**config.mk**
```make
export PLATFORM = sky130hd
export DESIGN_NAME = bp_table_ctrl
export DESIGN_NICKNAME = d
export VERILOG_FILES = /design/src/rtl/bp_table_ctrl.sv
export SDC_FILE = /design/constraint.sdc
export NUM_CORES = 1
export LEC_CHECK = 0
export ABC_AREA = 1
export BUFFER_PORTS_ARGS = -buffer_cell sky130_fd_sc_hd__buf_2
export CAP_MARGIN = 20
export CORE_ASPECT_RATIO = 0.8
export CORE_MARGIN = 1.5
export CORE_UTILIZATION = 39
export CTS_CLUSTER_SIZE = 40
export DETAILED_ROUTE_END_ITERATION = 10
export PLACE_DENSITY = 0.63
export SYNTH_ARGS = -nofsm -noshare
export SYNTH_HDL_FRONTEND = slang
export SYNTH_SLANG_ARGS = --single-unit
export TNS_END_PERCENT = 1
```
**constraint.sdc**
```tcl
create_clock -name clock -period 1.6 [get_ports clock]
set_clock_uncertainty 0.05 [all_clocks]
set_input_delay 0.16 -clock clock [delete_from_list [all_inputs] [get_ports clock]]
set_output_delay 0.16 -clock clock [all_outputs]
set_load 0.005 [all_outputs]
```
**src/rtl/bp_table_ctrl.sv**
```systemverilog
// bp_table_ctrl: branch-history table of 2-bit saturating counters, shared
// one access per cycle between the fetch lookup port and the execute update
// port. After reset a multi-cycle sweep sets every entry to weakly not-taken.
//
// Optional feature macro: BP_STARVE_GUARD_EN
//   defined   -> after two consecutive update grants with a lookup waiting,
//                the lookup is forced through (grant pattern U,U,L,...).
//   undefined -> updates always win arbitration.
module bp_table_ctrl #(
    parameter int IDX_W = 4,
    parameter int PC_W  = 16
) (
    input  logic            clock,
    input  logic            reset,
    input  logic            lk_valid,
    input  logic [PC_W-1:0] lk_pc,
    output logic            lk_ready,
    output logic            pred_valid,
    output logic            pred_taken,
    input  logic            upd_valid,
    input  logic [PC_W-1:0] upd_pc,
    input  logic            upd_taken,
    output logic            upd_ready,
    output logic            init_busy
);

    localparam int DEPTH = 1 << IDX_W;

    localparam logic [0:0] ST_INIT = 1'b0;
    localparam logic [0:0] ST_RUN  = 1'b1;

    logic [0:0]       state_r;
    logic [IDX_W-1:0] sweep_idx_r;
    logic [1:0]       table_r [DEPTH];
    logic             pred_valid_r;
    logic             pred_taken_r;

    logic             run_s;
    logic             force_lk_s;
    logic             lk_acc_s;
    logic             upd_acc_s;
    logic [IDX_W-1:0] lk_idx_s;
    logic [IDX_W-1:0] upd_idx_s;
    logic             wr_en_s;
    logic [IDX_W-1:0] wr_idx_s;
    logic [1:0]       wr_data_s;
    logic             unused_pc_s;

    // Next value of a 2-bit saturating counter for a resolved outcome.
    function automatic logic [1:0] sat_next(input logic [1:0] cnt, input logic taken);
        logic [1:0] res;
        case (cnt)
            2'b00:   res = taken ? 2'b01 : 2'b00;
            2'b01:   res = taken ? 2'b10 : 2'b00;
            2'b10:   res = taken ? 2'b11 : 2'b01;
            2'b11:   res = taken ? 2'b11 : 2'b10;
            default: res = 2'b01;
        endcase
        return res;
    endfunction

    // Only the low PC bits index the table; upper bits alias by design.
    assign lk_idx_s    = lk_pc[IDX_W-1:0];
    assign upd_idx_s   = upd_pc[IDX_W-1:0];
    assign unused_pc_s = ^{lk_pc[PC_W-1:IDX_W], upd_pc[PC_W-1:IDX_W]};

    assign run_s = (state_r == ST_RUN);

`ifdef BP_STARVE_GUARD_EN
    logic [1:0] starve_cnt_r;

    // Count update grants that bypassed a waiting lookup, saturating at 2.
    always_ff @(posedge clock) begin
        if (reset) begin
            starve_cnt_r <= 2'd0;
        end else if (lk_acc_s || !lk_valid) begin
            starve_cnt_r <= 2'd0;
        end else if (upd_acc_s && (starve_cnt_r != 2'd2)) begin
            starve_cnt_r <= starve_cnt_r + 2'd1;
        end else begin
            starve_cnt_r <= starve_cnt_r;
        end
    end

    assign force_lk_s = lk_valid & (starve_cnt_r == 2'd2);
`else
    assign force_lk_s = 1'b0;
`endif

    // Single-access arbitration: update has priority unless a lookup is forced.
    assign upd_ready = run_s & ~force_lk_s;
    assign lk_ready  = run_s & (~upd_valid | force_lk_s);
    assign lk_acc_s  = lk_valid & lk_ready;
    assign upd_acc_s = upd_valid & upd_ready;

    assign init_busy  = ~run_s;
    assign pred_valid = pred_valid_r;
    assign pred_taken = pred_taken_r;

    // Select the table write: init sweep entry, accepted update, or none.
    always_comb begin
        wr_en_s   = 1'b0;
        wr_idx_s  = sweep_idx_r;
        wr_data_s = 2'b01;
        if (reset) begin
            wr_en_s = 1'b0;
        end else if (!run_s) begin
            wr_en_s   = 1'b1;
            wr_idx_s  = sweep_idx_r;
            wr_data_s = 2'b01;
        end else if (upd_acc_s) begin
            wr_en_s   = 1'b1;
            wr_idx_s  = upd_idx_s;
            wr_data_s = sat_next(table_r[upd_idx_s], upd_taken);
        end else begin
            wr_en_s = 1'b0;
        end
    end

    // Counter storage; contents are established by the init sweep, not reset.
    always_ff @(posedge clock) begin
        if (wr_en_s) begin
            table_r[wr_idx_s] <= wr_data_s;
        end
    end

    // INIT/RUN control and sweep index.
    always_ff @(posedge clock) begin
        if (reset) begin
            state_r     <= ST_INIT;
            sweep_idx_r <= {IDX_W{1'b0}};
        end else begin
            case (state_r)
                ST_INIT: begin
                    if (sweep_idx_r == {IDX_W{1'b1}}) begin
                        state_r     <= ST_RUN;
                        sweep_idx_r <= {IDX_W{1'b0}};
                    end else begin
                        state_r     <= ST_INIT;
                        sweep_idx_r <= sweep_idx_r + {{(IDX_W-1){1'b0}}, 1'b1};
                    end
                end
                ST_RUN: begin
                    state_r     <= ST_RUN;
                    sweep_idx_r <= sweep_idx_r;
                end
                default: begin
                    state_r     <= ST_INIT;
                    sweep_idx_r <= {IDX_W{1'b0}};
                end
            endcase
        end
    end

    // Register the prediction of an accepted lookup for one cycle.
    always_ff @(posedge clock) begin
        if (reset) begin
            pred_valid_r <= 1'b0;
            pred_taken_r <= 1'b0;
        end else if (lk_acc_s) begin
            pred_valid_r <= 1'b1;
            pred_taken_r <= table_r[lk_idx_s][1];
        end else begin
            pred_valid_r <= 1'b0;
            pred_taken_r <= pred_taken_r;
        end
    end

endmodule

```
Word-level counts from Yosys, hierarchy flattened. Memories as Yosys holds them, arrays and structs flattened. A register that Yosys moved wholly into a read port is not among the register bits. Cells that the tools add are included. Widths: inputs -> output; s select.

Memories: 1. Bits in writable memories: 32. Input bits: 37. Bits in registers: 6.

Bitwise gates (word level): 5. Reductions and logical operators: 1. Multiplexer cells: 21. Add/sub/neg operators: 1. Eq/ne operators: 4.

Memory list: table_r (depth 16, width 2, rd ports 2, clocked after memory_dff 1, wr ports 1, RTL line 34) `logic [1:0] table_r [DEPTH];`.

Operator list (number): $mux 4 (5); $mux 2 (5); $mux 1 (9); $pmux 2 s4 (1); $add 4x1->4 const B (1); $eq 2x2->1 const B (2); $eq 4x4->1 const B (1); $and 1x1->1 (3); $eq 2x1->1 const B (1); $logic_not 2->1 (1); $not 1->1 (2); $pmux 1 s2 (1).

Depth between registers and ports, before layout. Gate-level depths: netlist (run 1).

Depth after elaboration: 6. Mapped depth: 10.

Least setup slack after synthesis (run 1). No wires, ideal clock.

Path kind: reg2reg. From: memory table_r[0][1]. To: memory table_r[0][0], data pin. Data required time: 1.197 ns. Path buffers: 0. Stages on the path, launching flop included: 8. Path slack: 0.045 ns. Data arrival time: 1.152 ns. Cells stage by stage: edfxtp_1 -> or2_2 -> nand3_1 -> nand3_1 -> nand3_1 -> nand2_1 -> nand2_1 -> nand3_1.

RTL lines (RTL line): start: declaration (34).

==> impl_results.md, run 1 <==
- EDFF count, synth: 32
- Post-Synth Simple-Gate Area: 0.2807
- Combinational share of power: 0.139
- #FFs+latches synth: 39
- Syn avg cell area: 8.645 sq um
- Die H: ~67 um
- Final Hold Viols: 0
- Switching power: 0.0005158 W
- Initial Util: 0.4029
- Die Wd: 83.18 um
- Unrepaired setup endpoints after global routing: true
- # rows: 23
- GPL Wtd Cong: 0.8587
- CTS clk-pin slew, worst paths: 70 ps
- Async set or reset register ratio after synthesis: 0
- CP arrival: about 1700 ps
- Worst-Margin Slew: 375.8 ps
- Cell internal pwr: ~0.0015 W
- Failing checks: setup timing
- Core area: about 0.0050 sq mm
- Hpwl dp: 3.504 mm
- Largest family of logic cells by synthesized area: simple AND/OR/NAND/NOR gates
- Static Leak: 1.173 nW
- Most frequent cells in the layout: nand2_1, inv_1, edfxtp_1, nand3_1, buf_4
- Clock Sinks: 39
- Yosys cell types: 26
- Sequential share of power: 0.549
- Post-Synth Adder-Cell Area: 0.006238
- Area fraction of the dominant cell type after synthesis: 0.4791
- Worst EP required: 1610 ps
- Cell taking the most area after synthesis: edfxtp_1
- CTS tree: done
- DR iter-0 viols: 185
- I/O pin cnt: 42
- Synth Flop Type: edfxtp_1
- H-tree Lvls: 2
- R2r startpoint: table_r[4][1]$_DFFE_PP_
- Finished Cell Area: 0.002734 sq mm
- Min-Delay Path Class: input pin to flip-flop
- CP max stage cell: edfxtp_1
- Layout cell share with drive strength beyond 1: 0.3741
- Critical path startpoint: table_r[4][1]$_DFFE_PP_
- Max-slew headroom: 0.7489
- DRT Wirelength: 5.180 mm
- Worst path max stage delay: 420 ps
- CP Class: flip-flop to flip-flop
- Total gr overflow: 0
- Worst-path maximum fanout: 5
- First-pass GRT wire length: 7.507 mm
- Antenna-violating nets left: 0
- Yosys warning total: 0
- Status: complete, but fails checks
- Vias in the first global route: 1563
- Routed vias/inst: approximately 5.0
- CTS Buffer Depth: 2
- Cell Area, Placed: 0.002317 sq mm
- Diode count: 0
- Root buffer cell: clkbuf_8
- Worst-path cell chain: or2_4 -> nand3_2 -> nand3_2 -> nand3_2 -> nand2_2 -> nand2_2 -> nand3_4 -> clkbuf_16
- PwrDens: 737.1 mW/mm^2
- Max-slew violations: 0
- FMAX: ~610 MHz
- Worst hold start: lk_valid
- Post-synthesis sequential area ratio: 0.5490
- Peak VDD IR: roughly 0.48 mV
- Max Cap Viol: 0
- Most common cell on crit path: nand3_2
- Layout area overhead: 36.31%
- Commonest non-fill, non-tap cell in the layout: nand2_1
- Worst-Skew Late Latency: about 290 ps
- Syn Nets: between 200 and 300
- Port Buf Inserts: 17
- Synthesized area: 0.002006 sq mm
- Startpoint Class: flip-flop
- CP Capture Type: flip-flop
- Drt drc: 0
- XOR/XNOR Fraction of Synth Area: 0.004367
- CTS Buf Count: 5
- Clk pwr share: 0.312
- Cells after synthesis: approximately 230
- Post-synthesis compound-gate area fraction: 0.07236
- Largest net degree at the start of global routing: 24
- Post-layout min period: ~1600 ps
- Initial antenna violation count: 0
- Post-DR wirelength/cell: roughly 15 um
- Routed vias: 1704
- TNS Setup: -520.4 ps
- Nets: 315
- Post-synthesis mux area share: 0
- Die area: 0.005584 sq mm
- Final setup violating endpoints: 20
- DR pass1 iterations: 4
- Synth top area cells: edfxtp_1, nand2_1, nand3_1
- Part of the cycle the worst path needs: 1.026
- Sw Ratio: 0.2559
- GRT Util Overall: 0.1805
- Final setup margin: -41.25 ps
area by class of cell:
class,count,area [sq um]
clock inverter,2,8.758
multi-input combinational,151,975.9
sequential,39,1102
clock buffer,6,72.57
fill,456,2245
tap,62,77.57
inverter,35,131.4
timing repair buffer,45,365.4
kinds of logic after synthesis:
group,count (synthesis)
and+or+nand+nor,125
buffers and inverters,42
DFF,39
AOI/OAI and AO/OA,24
xor gates and xnor gates,1
adders and majority gates,1
critical path, delay by kind of cell (launching register included):
| family | cells | cell delay (ps) |
|---|---|---|
| flops | 1 | 420 |
| simple gates | 7 | 760 |
| buf+inv | 1 | 180 |
registers in the layout (all words and copies together), names as in the netlist:
register,flops
pred_taken,1
upd_ready,1
sweep_idx_r,4
table_r,32
pred_valid,1
timing repair:
| item | 4_1_cts | 5_1_grt |
|---|---|---|
| pin swaps | 0 | 10 |
| hold buffers | 0 | 0 |
| setup buffers | 0 | 2 |
| resized for setup | 30 | 41 |
| setup endpoints to repair | 64 | 64 |
| cloned | 0 | 2 |
synthesized netlist by cell type (3+ instances only):
library cell  instances
nand2_1              49
nand3_1              35
edfxtp_1             32
inv_1                32
nor2_1               26
a21oi_1               9
dfxtp_1               7
o211ai_1              6
o21ai_0               6
buf_2                 4
inv_2                 3
nand2_2               3
nor3_1                3
or2_2                 3
power groups by stage:
stage	clock network, W	logic, W	registers [W]
CTS	0.000645	0.000229	0.00110
detailed placement	0	0.000207	0.00113
global route	0.000694	0.000306	0.00111
global placement	0	0.000204	0.00113
finish	0.000628	0.000281	0.00111
floorplan	0	0.000139	0.00113
stage by stage:
step	std cells	worst slack [ps]	power [W]	hold slack, ps	utilization
after floorplan	232	45.18	0.001265	265.4	-
after global placement	328	-498.1	0.001331	381.5	0.4654
after detailed placement	328	-564.6	0.001335	398.9	0.4654
after CTS	336	-43.34	0.001979	93.43	0.4999
after global routing	340	-125.0	0.002107	107.4	0.5491
final	340	-41.25	0.002015	95.20	0.5491
path summary, 6_finish.rpt:
| path | end | slack [ps] | cells past startpoint |
|---|---|---|---|
| max | table_r[14][0]$_DFFE_PP_ | -40 | 8 |
| min | pred_valid$_SDFF_PP0_ | 100 | 3 |
| max reg2reg | table_r[14][0]$_DFFE_PP_ | -40 | 8 |
| min reg2reg | pred_taken$_SDFFE_PP0P_ | 500 | 4 |
layer usage:
metal / wire length (um) / vias up / GRT usage
met5: 0 / - / 0
met2: 2379 / 48 / 0.2724
met4: 73 / 0 / 0.08750
met1: 2437 / 787 / 0.2510
li1: - / 862 / -
met3: 289 / 7 / 0.03790
(Power assumes the default switching activity.)
==> run 2: changes to the inputs <==
- SETUP_SLACK_MARGIN: default -> 0.1
- TNS_END_PERCENT: 1 -> 100
==> impl_results.md, run 2 (synthesis gave the netlist of run 1 again) <==
- Status: complete, but fails checks
- Startpoint Class: flip-flop
- Max Cap Viol: 0 (unchanged)
- Hpwl dp: 3.425 mm (-2.3%)
- PwrDens: 742.8 mW/mm^2 (+0.77%)
- CTS Buf Count: 5 (unchanged)
- Layout cell share with drive strength beyond 1: 0.4316 (+0.05748)
- Worst-path cell chain: or2_4 -> nand3_1 -> nand3_1 -> nand3_2 -> nand2_2 -> nand2_1 -> nand3_2 -> buf_6 -> buf_16
- Max-slew violations: 0 (unchanged)
- Seq. cell area: 0.001105 sq mm (+0.23%)
- CTS Buffer Depth: 2 (unchanged)
- CP arrival: 1670 ps (+20 ps)
- Antenna-violating nets left: 0 (unchanged)
- Worst-path maximum fanout: 8 (+3)
- Min-Delay Path Class: input pin to flip-flop
- Worst EP required: 1600 ps (about the same)
- Critical path startpoint: table_r[12][1]$_DFFE_PP_
- Diode count: 0 (unchanged)
- Fillers: 409 (-10%)
- Die Wd: 83.18 um (unchanged)
- Final setup margin: -74.12 ps (-32.87 ps)
- Final setup violating endpoints: 32 (+60%)
- Most frequent cells in the layout: nand2_1, edfxtp_1, inv_1, buf_4
- CP max stage cell: edfxtp_1
- Initial antenna violation count: 0 (unchanged)
- Worst hold start: lk_valid
- Routed vias/inst: 5.095 (+1.7%)
- Hold slack: 78.20 ps (-17.00 ps)
- Final Hold Viols: 0 (unchanged)
- # rows: 23 (unchanged)
- Post-layout min period: 1674 ps (+32.87 ps)
- Die H: 67.14 um (unchanged)
- Nets: 322 (+2.2%)
- Total gr overflow: 0 (unchanged)
- First-pass GRT wire length: 8.079 mm (+7.6%)
- Finished Cell Area: 0.002918 sq mm (+6.7%)
- Top flop regs: table_r: 32 flops, sweep_idx_r: 4 flops
- FMAX: 597.3 MHz (-2.0%)
- DRT Wirelength: 5.313 mm (+2.6%)
- Worst-Margin Slew: 395.2 ps (+19.44 ps)
- Multi-input logic area: 0.001110 sq mm (+14%)
- Routed vias: 1768 (+3.8%)
- Unrepaired setup endpoints after global routing: true
- Dpl ws: -294.6 ps (+269.9 ps)
- Root buffer cell: clkbuf_8
- TNS Setup: -1715 ps (-1195 ps)
- Vias in the first global route: 1602 (+2.5%)
- Die area: 0.005584 sq mm (unchanged)
- Drt drc: 0 (unchanged)
- Worst-Skew Late Latency: 290 ps (about the same)
- Worst path bufs/invs: 2 (+1)
- Peak VDD IR: 0.6420 mV (+33%)
- Biggest register: table_r
- Fin util: 0.5861 (+0.03694)
- Met2 WL: 2.385 mm (+0.25%)
- Largest net degree at the start of global routing: 18 (-25%)
- Highest Signal Layer: met4
- Top Family by Delay on Critical Path: simple AND/OR/NAND/NOR gates
- Worst path max stage delay: 400 ps (-20 ps)
- GRT Util Overall: 0.1905 (+0.009992)
- CP Class: flip-flop to flip-flop
- Commonest non-fill, non-tap cell in the layout: nand2_1
- Layout area overhead: 45.48%
- R2r startpoint: table_r[12][1]$_DFFE_PP_
- I/O pin cnt: 42 (unchanged)
- DR pass1 iterations: 4 (unchanged)
- Initial Util: 0.4029 (unchanged)
- Met3 routed WL: 262 um (-9.3%)
- DR iter-0 viols: 159 (-14%)
- H-tree Lvls: 2 (unchanged)
- CP Capture Type: flip-flop
- Clock Sinks: 39 (unchanged)
- CTS clk-pin slew, worst paths: 80 ps (about the same)
- Core area: 0.004979 sq mm (unchanged)
- Max-slew headroom: 0.7359 (-0.01299)
- Cell Area, Placed: 0.002326 sq mm (+0.38%)
- GPL Wtd Cong: 0.8386 (-2.3%)
- CTS tree: done
- Max reg flops: 32 (unchanged)
- Failing checks: setup timing
- Part of the cycle the worst path needs: 1.046 (+0.02054)
- Port Buf Inserts: 17 (unchanged)
- Metal-1 WL: 2.568 mm (+5.4%)
- Static Leak: 1.231 nW (+5.0%)
- Post-DR wirelength/cell: 15.31 um (+0.50%)
run 2: cell types whose count changed in the layout (fill, tap and decap cells not counted), moves of 3 or more:
cell / before / now
inv_1: 32 / 29
nand3_1: 25 / 20
buf_4: 21 / 28
nor2_4: 11 / 20
nor2_2: 9 / 1
nand3_2: 7 / 13
run 2: per-layer routing:
layer,global-route usage,vias up
li1,-,877
met1,0.2798,833
met2,0.2876,47
met3,0.03790,11
met4,0.05625,0
met5,0,-
run 2: path summary, 6_finish.rpt:
| kind | end | slack (ps) | depth (start not counted) |
|---|---|---|---|
| max | table_r[14][0]$_DFFE_PP_ | -70 | 9 |
| min | pred_valid$_SDFF_PP0_ | 80 | 3 |
| max reg2reg | table_r[14][0]$_DFFE_PP_ | -70 | 9 |
| min reg2reg | pred_taken$_SDFFE_PP0P_ | 490 | 4 |
run 2: tightest hold or removal path: cells and delay by family:
kind	cells	cell delay [ps]
buffers and inverters	1	70
and+or+nand+nor	2	150
run 2: metrics by stage:
step / total power [W] / instances
global route: 0.002251 / 347
finish: 0.002167 / 347
floorplan: 0.001266 / 232
CTS: 0.002139 / 344
detailed placement: 0.001341 / 328
global placement: 0.001337 / 328
run 2: area by class of cell:
class                   count  area share
inverters                  35     0.04588
flip-flops and latches     39      0.3786
clock inverters             1    0.002573
repair buffers             51      0.1329
multi-input cells         152      0.3804
clock buffers               7     0.03302
well taps                  62     0.02659
run 2: repair_timing:
| item | in CTS | in global routing |
|---|---|---|
| setup buffers | 6 | 4 |
| cloned | 2 | 0 |
| pin swaps | 17 | 13 |
| setup endpoints to repair | 64 | 64 |
| hold buffers | 0 | 0 |
| resized for setup | 69 | 26 |
run 2: report_power, final:
part           switching [W]  leakage, nW  internal (W)
Sequential         0.0000110        0.377       0.00109
Clock               0.000346       0.0505      0.000392
Combinational       0.000200        0.804      0.000124
==> run 3: changes to the inputs <==
- CELL_PAD_IN_SITES_DETAIL_PLACEMENT: default -> 1
- CELL_PAD_IN_SITES_GLOBAL_PLACEMENT: default -> 1
- CORE_UTILIZATION: 39 -> 36
- PLACE_DENSITY: 0.63 -> 0.76
- RECOVER_POWER: default -> 50
==> impl_results.md, run 3 (synthesis gave the netlist of run 1 again) <==
- Most frequent cells in the layout: nand2_1, edfxtp_1, inv_1, buf_4, nand3_1
- Post-DR wirelength/cell: 18.63 um (+22%)
- Max-slew headroom: 0.7906 (+0.05473)
- Vias in the first global route: 1843 (+15%)
- DR pass1 iterations: 4 (unchanged)
- Peak VDD IR: 0.3881 mV (-40%)
- Hold slack: 89.10 ps (+10.91 ps)
- H-tree Lvls: 2 (unchanged)
- GPL Wtd Cong: 0.7529 (-10%)
- Fillers: 625 (+53%)
- First-pass GRT wire length: 9.515 mm (+18%)
- Min-Delay Path Class: input pin to flip-flop
- Biggest register: table_r
- # rows: 24 (+4.3%)
- Largest net degree at the start of global routing: 17 (-1)
- Diode count: 0 (unchanged)
- Port Buf Inserts: 17 (unchanged)
- CTS Buf Count: 5 (unchanged)
- CTS Buffer Depth: 2 (unchanged)
- Routed vias/inst: 5.190 (+1.9%)
- Clock Sinks: 39 (unchanged)
- I/O pin cnt: 42 (unchanged)
- Worst-Skew Late Latency: 310 ps (+20 ps)
- Drt drc: 0 (unchanged)
- Top flop regs: table_r: 32 flops, sweep_idx_r: 4 flops
- Sequential share of power: 0.520 (+0.010)
- CTS clk-pin slew, worst paths: 80 ps (about the same)
- Sw Ratio: 0.2824 (+0.02539)
- Max-slew violations: 0 (unchanged)
- DR iter-0 viols: 101 (-36%)
- DRT Wirelength: 6.578 mm (+24%)
- Layout cell share with drive strength beyond 1: 0.4201 (-0.01144)
- Max reg flops: 32 (unchanged)
- Die area: 0.006031 sq mm (+8.0%)
- Pwr Total: 0.002125 W (-2.0%)
- Post-layout min period: 1685 ps (+10.79 ps)
- Failing checks: setup timing
- Clk pwr share: 0.324 (-0.017)
- Final setup margin: -84.91 ps (-10.79 ps)
- Most common cell on crit path: nand3_2
- Core area: 0.005405 sq mm (+8.6%)
- PwrDens: 728.6 mW/mm^2 (-1.9%)
- CP Class: flip-flop to flip-flop
- FMAX: 593.5 MHz (-0.64%)
- Max Cap Viol: 0 (unchanged)
- Top Family by Delay on Critical Path: simple AND/OR/NAND/NOR gates
- Initial Util: 0.3711 (-0.03180)
- Worst path bufs/invs: 1 (-1)
- Combinational share of power: 0.156 (+0.007)
- Hpwl dp: 4.274 mm (+25%)
- Worst EP required: 1610 ps (about the same)
- Startpoint Class: flip-flop
- CTS tree: done
- Part of the cycle the worst path needs: 1.053 (+0.006744)
- Post-CTS Hold Buffers: 0 (unchanged)
- Status: complete, but fails checks
- Cell internal pwr: 0.001525 W (-5.3%)
- Total gr overflow: 0 (unchanged)
- Switching power: 0.0006002 W (+7.7%)
- Worst path max stage delay: 450 ps (+50 ps)
- Layout area overhead: 45.41% (about the same)
- Multi-input logic area: 0.001082 sq mm (-2.5%)
- Seq. cell area: 0.001105 sq mm (unchanged)
- CP arrival: 1700 ps (+30 ps)
- Worst-path maximum fanout: 8 (unchanged)
- Static Leak: 1.244 nW (+1.1%)
- CP max stage cell: edfxtp_1
- Unrepaired setup endpoints after global routing: true
- Initial antenna violation count: 0 (unchanged)
- Worst-Margin Slew: 314.0 ps (-81.20 ps)
- Antenna-violating nets left: 0 (unchanged)
- Die Wd: 86.45 um (+3.9%)
- Final setup violating endpoints: 42 (+31%)
- Final Hold Viols: 0 (unchanged)
- Routed vias: 1832 (+3.6%)
- Worst-path cell chain: or2_4 -> nand3_2 -> nand3_2 -> nand3_2 -> nand2_2 -> nand2_2 -> nand3_4 -> buf_12
- GRT Util Overall: 0.2106 (+0.02017)
- Commonest non-fill, non-tap cell in the layout: nand2_1
- Die H: 69.76 um (+3.9%)
- CP Capture Type: flip-flop
- Root buffer cell: clkbuf_8
- Nets: 325 (+0.93%)
## run 3: worst paths after layout
path | startpoint | endpoint | slack [ps] | depth (start not counted)
setup / recovery | table_r[4][1]$_DFFE_PP_ | table_r[2][0]$_DFFE_PP_ | -80 | 8
setup reg to reg | table_r[4][1]$_DFFE_PP_ | table_r[2][0]$_DFFE_PP_ | -80 | 8
hold reg to reg | pred_taken$_SDFFE_PP0P_ | pred_taken$_SDFFE_PP0P_ | 480 | 4
hold / removal | lk_valid | pred_valid$_SDFF_PP0_ | 90 | 3
## run 3: worst register-to-register path: cells and delay by family (launching register included)
family / cells / cell delay, ps
AND/OR/NAND/NOR: 7 / 760
flip-flops: 1 / 450
buffers and inverters: 1 / 170
## run 3: cell type report
type,count,share of cell area
clock buffer,5,0.02360
clock inverter,3,0.006864
inverter,35,0.04505
multi-input combinational,152,0.3711
sequential,39,0.3788
tap,65,0.02789
timing repair buffer,54,0.1467
## run 3: per-layer routing
layer	GRT usage	part of all wire	vias to the layer above
li1	-	-	878
met1	0.2853	0.46	909
met2	0.3490	0.50	35
met3	0.03929	0.034	10
met4	0.05018	0.014	0
met5	0	0	-
## run 3: metrics by stage
stage / worst slack, ps / instance area [sq um] / cells / utilization / setup TNS (ps)
global placement: -121.1 / 2357 / 333 / 0.4361 / -3415
detailed placement: -260.1 / 2357 / 333 / 0.4361 / -7330
global route: -113.7 / 2917 / 353 / 0.5396 / -4613
floorplan: 150.0 / 2014 / 232 / - / 0
CTS: -39.02 / 2710 / 348 / 0.5014 / -489.6
finish: -84.91 / 2917 / 353 / 0.5396 / -2541
## run 3: power by group through the flow
stage	registers [W]	logic [W]	clock network (W)
2_1_floorplan	0.00113	0.000141	0
3_3_place_gp	0.00113	0.000215	0
3_5_place_dp	0.00113	0.000226	0
4_1_cts	0.00110	0.000279	0.000688
5_1_grt	0.00111	0.000357	0.000719
6_report	0.00111	0.000331	0.000688
## run 3: what timing repair did
item / 4_1_cts / 5_1_grt
pin swaps: 7 / 15
cloned: 2 / 0
endpoints found under the setup margin: 64 / 64
setup buffers: 5 / 5
gates resized for setup: 54 / 33
